[config.mk]
export PLATFORM = sky130hd
export DESIGN_NAME = mux_scan_sequencer
export DESIGN_NICKNAME = d
export VERILOG_FILES = /design/src/rtl/mux_scan_sequencer.sv
export SDC_FILE = /design/constraint.sdc
export NUM_CORES = 1
export LEC_CHECK = 0
export CORE_UTILIZATION = 52
export CTS_CLUSTER_SIZE = 20
export DETAILED_ROUTE_END_ITERATION = 8
export PLACE_DENSITY = 0.86
export REMOVE_ABC_BUFFERS = 1
export SLEW_MARGIN = 20
export SYNTH_ARGS = -nofsm -noshare
export SYNTH_HDL_FRONTEND = slang
export SYNTH_SLANG_ARGS = --single-unit
[constraint.sdc]
create_clock -name clk -period 5 [get_ports clk]
set_clock_uncertainty 0.2 [all_clocks]
set_input_delay 1 -clock clk [delete_from_list [all_inputs] [get_ports clk]]
set_output_delay 1 -clock clk [all_outputs]
set_load 0.005 [all_outputs]
[src/rtl/mux_scan_sequencer.sv]
// mux_scan_sequencer: captures a word, drives it and a stepping bit index
// to a downstream combinational mux, and rebuilds the word from the mux
// result. Mismatches between the returned bits and the captured word are
// counted, and the index of the first one is recorded.
module mux_scan_sequencer #(
  parameter int width    = 16,
  parameter int channels = 4,
  parameter int settle   = 0
) (
  input  logic                clk,
  input  logic                rst,
  input  logic                start,
  input  logic [width-1:0]    data_in,
  output logic [width-1:0]    data_out,
  output logic [channels-1:0] sel_out,
  input  logic                mux_in,
  output logic                busy,
  output logic                done,
  output logic [width-1:0]    word_out,
  output logic                error,
  output logic [channels-1:0] err_index,
  output logic [channels:0]   err_count
);

  typedef enum logic [1:0] {
    IDLE,
    SCAN,
    DONE
  } state_t;

  localparam logic [3:0]          SETTLE_CNT = 4'(settle);
  localparam logic [channels-1:0] LAST_IDX   = channels'(width - 1);

  state_t     state;
  logic [3:0] wait_cnt;
  logic       bit_err;

  // The mux answers combinationally from the registered data/select, so
  // the result for the current index is valid by the next edge.
  assign bit_err = (mux_in != data_out[sel_out]);

  // Status flags decode straight from the state register.
  assign busy = (state == SCAN);
  assign done = (state == DONE);

  // Scan sequencing: capture, step through each index, then one DONE cycle.
  always_ff @(posedge clk) begin
    if (rst) begin
      state     <= IDLE;
      data_out  <= '0;
      sel_out   <= '0;
      wait_cnt  <= '0;
      word_out  <= '0;
      error     <= 1'b0;
      err_index <= '0;
      err_count <= '0;
    end else begin
      case (state)
        IDLE: begin
          if (start) begin
            data_out  <= data_in;
            sel_out   <= '0;
            wait_cnt  <= SETTLE_CNT;
            word_out  <= '0;
            error     <= 1'b0;
            err_index <= '0;
            err_count <= '0;
            state     <= SCAN;
          end
        end
        SCAN: begin
          if (wait_cnt != '0) begin
            wait_cnt <= wait_cnt - 4'd1;
          end else begin
            word_out[sel_out] <= mux_in;
            if (bit_err) begin
              if (err_count != '1) begin
                err_count <= err_count + 1'b1;
              end
              if (!error) begin
                error     <= 1'b1;
                err_index <= sel_out;
              end
            end
            if (sel_out == LAST_IDX) begin
              state <= DONE;
            end else begin
              sel_out  <= sel_out + 1'b1;
              wait_cnt <= SETTLE_CNT;
            end
          end
        end
        DONE: begin
          state <= IDLE;
        end
        default: begin
          state <= IDLE;
        end
      endcase
    end
  end

endmodule

==> flow_summary.json, run 1 <==
{
  "clkTransAtPathRegs_ns": 0.09,
  "grt_pass1_wl_microns": 10200,
  "ys_async_sr_fraction_pct": 0,
  "peakVddDrop_mv": 0.187,
  "grt_pass1_vias": 2260,
  "cts_tree": "done",
  "synthMuxAreaShare_pct": 12.0,
  "maxCapViolCount": 0,
  "yosysUniqueCellTypes": 43,
  "core_sq_um": 4750,
  "arrival_ns": 3.23,
  "pre_cts_slack_ns": 1.54,
  "clock_path_buffers": 2,
  "tightest_slew_ns": 0.887,
  "insertion_delay_ns": 0.30,
  "place.gp.congestion": 0.769,
  "die_area_sq_um": 5290,
  "syn_inst": 318,
  "synth_compound_area_share_pct": 16.1,
  "cts-buffers-inserted": 5,
  "synth_area_per_cell_sq_um": 8.18,
  "antenna_left": 0,
  "n_antenna_cell": 0,
  "drive_above_1_share_pct": 5.96,
  "syn-cell-area_sq_um": 2600,
  "critical_path_class": "primary input to register",
  "ys.warnings.count": 0,
  "post-route-util_pct": 70.4,
  "critPathCapture": "word_out[10]",
  "ys_seq_elements": 52,
  "tns_ns": 0,
  "track_usage_pct": 24.8,
  "power_density_nw_per_um2": 251,
  "r2r_cells": 5,
  "min_from": "err_index[3]",
  "port_buffers": 67,
  "fin_crit_sh_pct": 63.9,
  "initial_utilization_pct": 54.7,
  "holdBufCountCts": 0,
  "setup_slack_ns": 1.81,
  "cp-end-kind": "register",
  "max_slew_margin_pct": 40.5,
  "nNetsFinal": 396,
  "path_max_fanout": 20,
  "synth-main-ff-cell": "dfxtp_1",
  "synth_area_leaders": "dfxtp_1 (40%), a21oi_1 (10%), nand2_1 (7.7%)",
  "row_count": 25,
  "dp_hpwl_microns": 4260,
  "hold_path_class": "register to register",
  "htree_levels": 2,
  "drtIter0Drc": 187,
  "synthXorXnorAreaFrac_pct": 1.35,
  "critPathLaunch": "start",
  "synth_fa_ha_area_share_pct": 3.85,
  "overflow": 0,
  "yosys.area_share.simple_pct": 21.1,
  "fp.dieW_microns": 72.7,
  "r2r-end": "err_count[2]",
  "synth_edf_count": 0,
  "worstSetupStartpointType": "primary input",
  "num_vias": 2435,
  "reg2reg_from": "sel_out[1]",
  "yosys.cell_count.top_type": "nand2_1",
  "antenna_found_initial": 0,
  "yosys.area.top_type_share_pct": 40.0,
  "ys_seq_area_share_pct": 40.0,
  "worstPathRequired_ns": 5.04,
  "synth_top_family_by_area": "simple AND/OR/NAND/NOR gates",
  "p_leak_uw": 0.00125,
  "syn_to_final_growth_pct": 28.8,
  "cts_setup_buffers": 0,
  "rsz0062_at_grt": "no",
  "drcViolationCount": 0,
  "cts_root_buf": "clkbuf_8",
  "wl_microns": 6140,
  "clock-sinks": 52,
  "max_freq_mhz": 313,
  "rrSetupSlack_ns": 2.23,
  "final_max_slew_viol_count": 0,
  "yosysTopAreaCell": "dfxtp_1",
  "period_needed_ns": 3.19,
  "status": "finished, final reports clean",
  "post_cts_resized": 0,
  "vias_per_cell": 5.58,
  "avgRoutedWirePerCell_microns": 14.1,
  "die_y_microns": 72.7,
  "yosys-top-cells-count": "nand2_1 (53), a21oi_1 (52), dfxtp_1 (52)",
  "grt_max_degree": 48,
  "setup_viol": 0,
  "ios": 68,
  "first_pass_iters": 4,
  "hold_viol_final": 0,
  "holdPathStages": 2
}
-- area by class of cell --
type,instances,area (sq um)
fillers,401,1410
multi-input cells,231,1420
clock buffers,8,90.1
repair buffers,69,686
flip-flops and latches,52,1040
well taps,67,83.8
inverters,9,33.8
-- where the power goes --
part	switching [uW]	internal [uW]	total (uW)
clock	134	113	247
combinational	80.4	70.5	151
sequential	15.5	429	444
total	229	612	842
-- critical path, cell delays in order --
cell,delay (ns)
clkdlybuf4s50_1,0.49
nand2b_1,0.16
a21o_1,0.43
nor3_2,0.77
nand3_1,0.17
a21oi_1,0.20
-- worst min path at each step --
stage	end	slack, ns
after floorplan	err_index[0]	0.25
after detailed placement	err_index[3]	0.25
after global placement	err_index[3]	0.25
final	err_index[3]	0.26
after global routing	data_out[10]	0.30
after CTS	err_index[3]	0.27
-- registers in the layout (all words and copies together), names as in the netlist --
name / count
err_count: 5
state: 2
word_out: 16
sel_out: 4
error: 1
wait_cnt: 4
err_index: 4
data_out: 16
-- logic make-up (layout without fill, tap and decap cells) --
kind of cell               Yosys count  count (layout)
xor gates and xnor gates             4               4
buffers and inverters               35              86
DFF                                 52              52
AOI/OAI and AO/OA                   77              77
and+or+nand+nor                    116             116
muxes                               26              26
adders and majority gates            8               8
-- metal layers --
metal | routed length (microns) | track usage [%] | up-vias
met5 | 0 | 0 | -
met3 | 353 | 6.49 | 7
met2 | 2940 | 40.9 | 68
met1 | 2770 | 31.4 | 1158
met4 | 74 | 8.28 | 0
li1 | - | - | 1202
-- cells in the final DEF, fill, tap and decap left out, drive strengths merged, types with 2 or more instances in the layout --
cell type,instances
clkdlybuf4s50,67
nand2,53
a21oi,52
dfxtp,52
o21ai,18
nand3,17
nor2,14
mux2i,14
mux2,10
nor3,9
ha,8
inv,8
clkbuf,8
and3,5
nor2b,3
nand4,3
or3,3
xor2,3
nand2b,2
mux4,2
nor4,2
buf,2
and2,2
-- through the flow --
stage               cell area [sq um]  std cells  hold WS (ns)  power, uW
global route                     3350        436         0.300        887
floorplan                        2490        292         0.254        536
detailed placement               3260        428         0.255        603
finish                           3350        436         0.264        842
global placement                 3260        428         0.248        599
CTS                              3350        436         0.266        845
Note: power is estimated with default switching activity, not from simulation.
==> run 2: changes to the inputs <==
--- a/config.mk
+++ b/config.mk
@@ -5,10 +5,10 @@
 export SDC_FILE = /design/constraint.sdc
 export NUM_CORES = 1
 export LEC_CHECK = 0
-export CORE_UTILIZATION = 52
+export CORE_UTILIZATION = 44
 export CTS_CLUSTER_SIZE = 20
 export DETAILED_ROUTE_END_ITERATION = 8
-export PLACE_DENSITY = 0.86
+export PLACE_DENSITY = 0.77
 export REMOVE_ABC_BUFFERS = 1
 export SLEW_MARGIN = 20
 export SYNTH_ARGS = -nofsm -noshare
==> constraint.sdc (replaced) <==
create_clock -name clk -period 2.65 [get_ports clk]
set_clock_uncertainty 0.2 [all_clocks]
set_input_delay 0.53 -clock clk [delete_from_list [all_inputs] [get_ports clk]]
set_output_delay 0.53 -clock clk [all_outputs]
set_load 0.005 [all_outputs]
==> flow_summary.json, run 2 (synthesis gave the netlist of run 1 again) <==
{
  "wl_microns": 6210,
  "crit_buf_inv": 0,
  "rrSetupSlack_ns": 0.17,
  "final_cell_mix": "clkdlybuf4s50_1 (67), nand2_1 (53), a21oi_1 (52), dfxtp_1 (51), nand3_1 (17)",
  "instances_no_fill": 453,
  "place.gp.congestion": 0.846,
  "path_max_fanout": 10,
  "fillers": 523,
  "syn_to_final_growth_pct": 32.7,
  "holdBufCountCts": 0,
  "cts_tree": "done",
  "multiInputGateArea_sq_um": 1420,
  "rsz0062_at_grt": "no",
  "dp_hpwl_microns": 4450,
  "die_y_microns": 78.9,
  "drcViolationCount": 0,
  "antenna_left": 0,
  "track_usage_pct": 21.1,
  "period_needed_ns": 2.48,
  "placedCellCount": 445,
  "grt_pass1_wl_microns": 10400,
  "slowest_stage": "mux4_2",
  "holdPathStages": 2,
  "num_vias": 2446,
  "max_slew_margin_pct": 59.7,
  "arrival_ns": 2.52,
  "max_freq_mhz": 404,
  "critical_path_class": "register to register",
  "port_buffers": 67,
  "ios": 68,
  "seqCellArea_sq_um": 1040,
  "n_antenna_cell": 0,
  "clock_path_buffers": 2,
  "r2r-end": "err_count[2]",
  "nNetsFinal": 408,
  "cts_root_buf": "clkbuf_8",
  "r2r_cells": 5,
  "p_leak_uw": 0.00131,
  "hold_viol_final": 0,
  "htree_levels": 2,
  "insertion_delay_ns": 0.31,
  "cp-end-kind": "register",
  "setup_viol": 0,
  "min_to": "err_index[0]",
  "avgRoutedWirePerCell_microns": 13.7,
  "antenna_found_initial": 0,
  "p_seq_share_pct": 51.8,
  "worstSetupStartpointType": "register",
  "reg_top3": "data_out (16), word_out (16), err_count (5)",
  "cts_setup_buffers": 0,
  "post_cts_resized": 0,
  "timing.hold.ws_ns": 0.274,
  "vias_per_cell": 5.40,
  "crit_family": "multiplexers",
  "worstPathRequired_ns": 2.70,
  "first_pass_iters": 4,
  "drtIter0Drc": 155,
  "grt_pass1_vias": 2266,
  "p_comb_share_pct": 19.1,
  "cp_slowest_stage_delay_ns": 0.52,
  "clock-sinks": 52,
  "maxCapViolCount": 0,
  "row_count": 27,
  "fin_crit_sh_pct": 93.5,
  "core_sq_um": 5610,
  "pre_cts_slack_ns": 0.0426,
  "peakVddDrop_mv": 0.322,
  "tns_ns": 0,
  "initial_utilization_pct": 46.4,
  "clkPwrFrac_pct": 29.1,
  "final_max_slew_viol_count": 0,
  "swShare_pct": 27.4,
  "mostFrequentLayoutCell": "clkdlybuf4s50_1",
  "status": "finished, final reports clean",
  "setup_slack_ns": 0.173,
  "die_area_sq_um": 6220,
  "p_sw_uw": 442,
  "tightest_slew_ns": 0.603,
  "clkTransAtPathRegs_ns": 0.09,
  "internal_power_uw": 1170,
  "crit_chain": "mux2_2 > mux4_2 > mux2_4 > nor4_2 > mux2i_1",
  "overflow": 0,
  "fp.dieW_microns": 78.9,
  "reg2reg_from": "sel_out[1]",
  "post-route-util_pct": 61.5,
  "min_from": "err_index[0]",
  "cts-buffers-inserted": 5,
  "hold_path_class": "register to register",
  "drive_above_1_share_pct": 9.45,
  "power_density_nw_per_um2": 468,
  "grt_max_degree": 19
}
==> run 2: cell types whose count changed in the layout (fill, tap and decap cells not counted) <==
cell,change
buf_4,+12
clkbuf_1,-1
clkinvlp_4,+1
dfxtp_1,-1
dfxtp_2,+1
==> run 2: power groups by stage <==
stage | logic, uW | clock network, uW | registers, uW
global placement | 301 | 0 | 854
global route | 341 | 505 | 840
CTS | 310 | 477 | 836
finish | 309 | 470 | 837
detailed placement | 308 | 0 | 854
floorplan | 160 | 0 | 851
==> run 2: worst reg2reg max path: stages, from the launching register on <==
cell and delay (ns):
dfxtp_2 0.47, mux2_2 0.36, mux4_2 0.52, mux2_4 0.35, nor4_2 0.30, mux2i_1 0.21
==> run 2: how the worst max path moves through the flow <==
| stage | startpoint | end | slack [ns] | depth (start not counted) |
|---|---|---|---|---|
| 2_1_floorplan | sel_out[1] | err_count[2] | 0.10 | 5 |
| 3_3_place_gp | sel_out[1] | err_count[3] | 0.11 | 5 |
| 3_5_place_dp | sel_out[1] | err_count[2] | 0.04 | 5 |
| 4_1_cts | sel_out[1] | err_count[2] | 0.01 | 5 |
| 5_1_grt | sel_out[1] | err_count[4] | 0.08 | 5 |
| 6_report | sel_out[1] | err_count[2] | 0.17 | 5 |
==> run 2: metal layers <==
| layer | part of all wire, % | track usage (%) | wire length (microns) | vias up |
|---|---|---|---|---|
| li1 | - | - | - | 1219 |
| met4 | 1.5 | 7.64 | 94 | 0 |
| met3 | 6.1 | 2.76 | 377 | 7 |
| met1 | 45 | 26.6 | 2770 | 1141 |
| met5 | 0 | 0 | 0 | - |
| met2 | 48 | 36.6 | 2960 | 79 |
==> run 2: final cells by class <==
class | instances | share of cell area, %
multi-input cells | 231 | 41.0
flip-flops and latches | 52 | 30.2
repair buffers | 81 | 22.5
well taps | 72 | 2.61
clock buffers | 7 | 2.50
inverters | 9 | 0.979
clock inverters | 1 | 0.218
==> run 2: stage by stage <==
step | total power [uW] | area (sq um)
after floorplan | 1010 | 2490
after global placement | 1160 | 3360
after detailed placement | 1160 | 3360
after CTS | 1620 | 3450
after global routing | 1690 | 3450
final | 1620 | 3450
==> run 3: changes to the inputs <==
--- a/config.mk
+++ b/config.mk
@@ -6,8 +6,8 @@
 export NUM_CORES = 1
 export LEC_CHECK = 0
 export CORE_UTILIZATION = 44
-export CTS_CLUSTER_SIZE = 20
 export DETAILED_ROUTE_END_ITERATION = 8
+export GPL_ROUTABILITY_DRIVEN = 0
 export PLACE_DENSITY = 0.77
 export REMOVE_ABC_BUFFERS = 1
 export SLEW_MARGIN = 20
==> results of run 3 <==
Same layout as run 2: the final DEF is identical, and so are final timing and power.
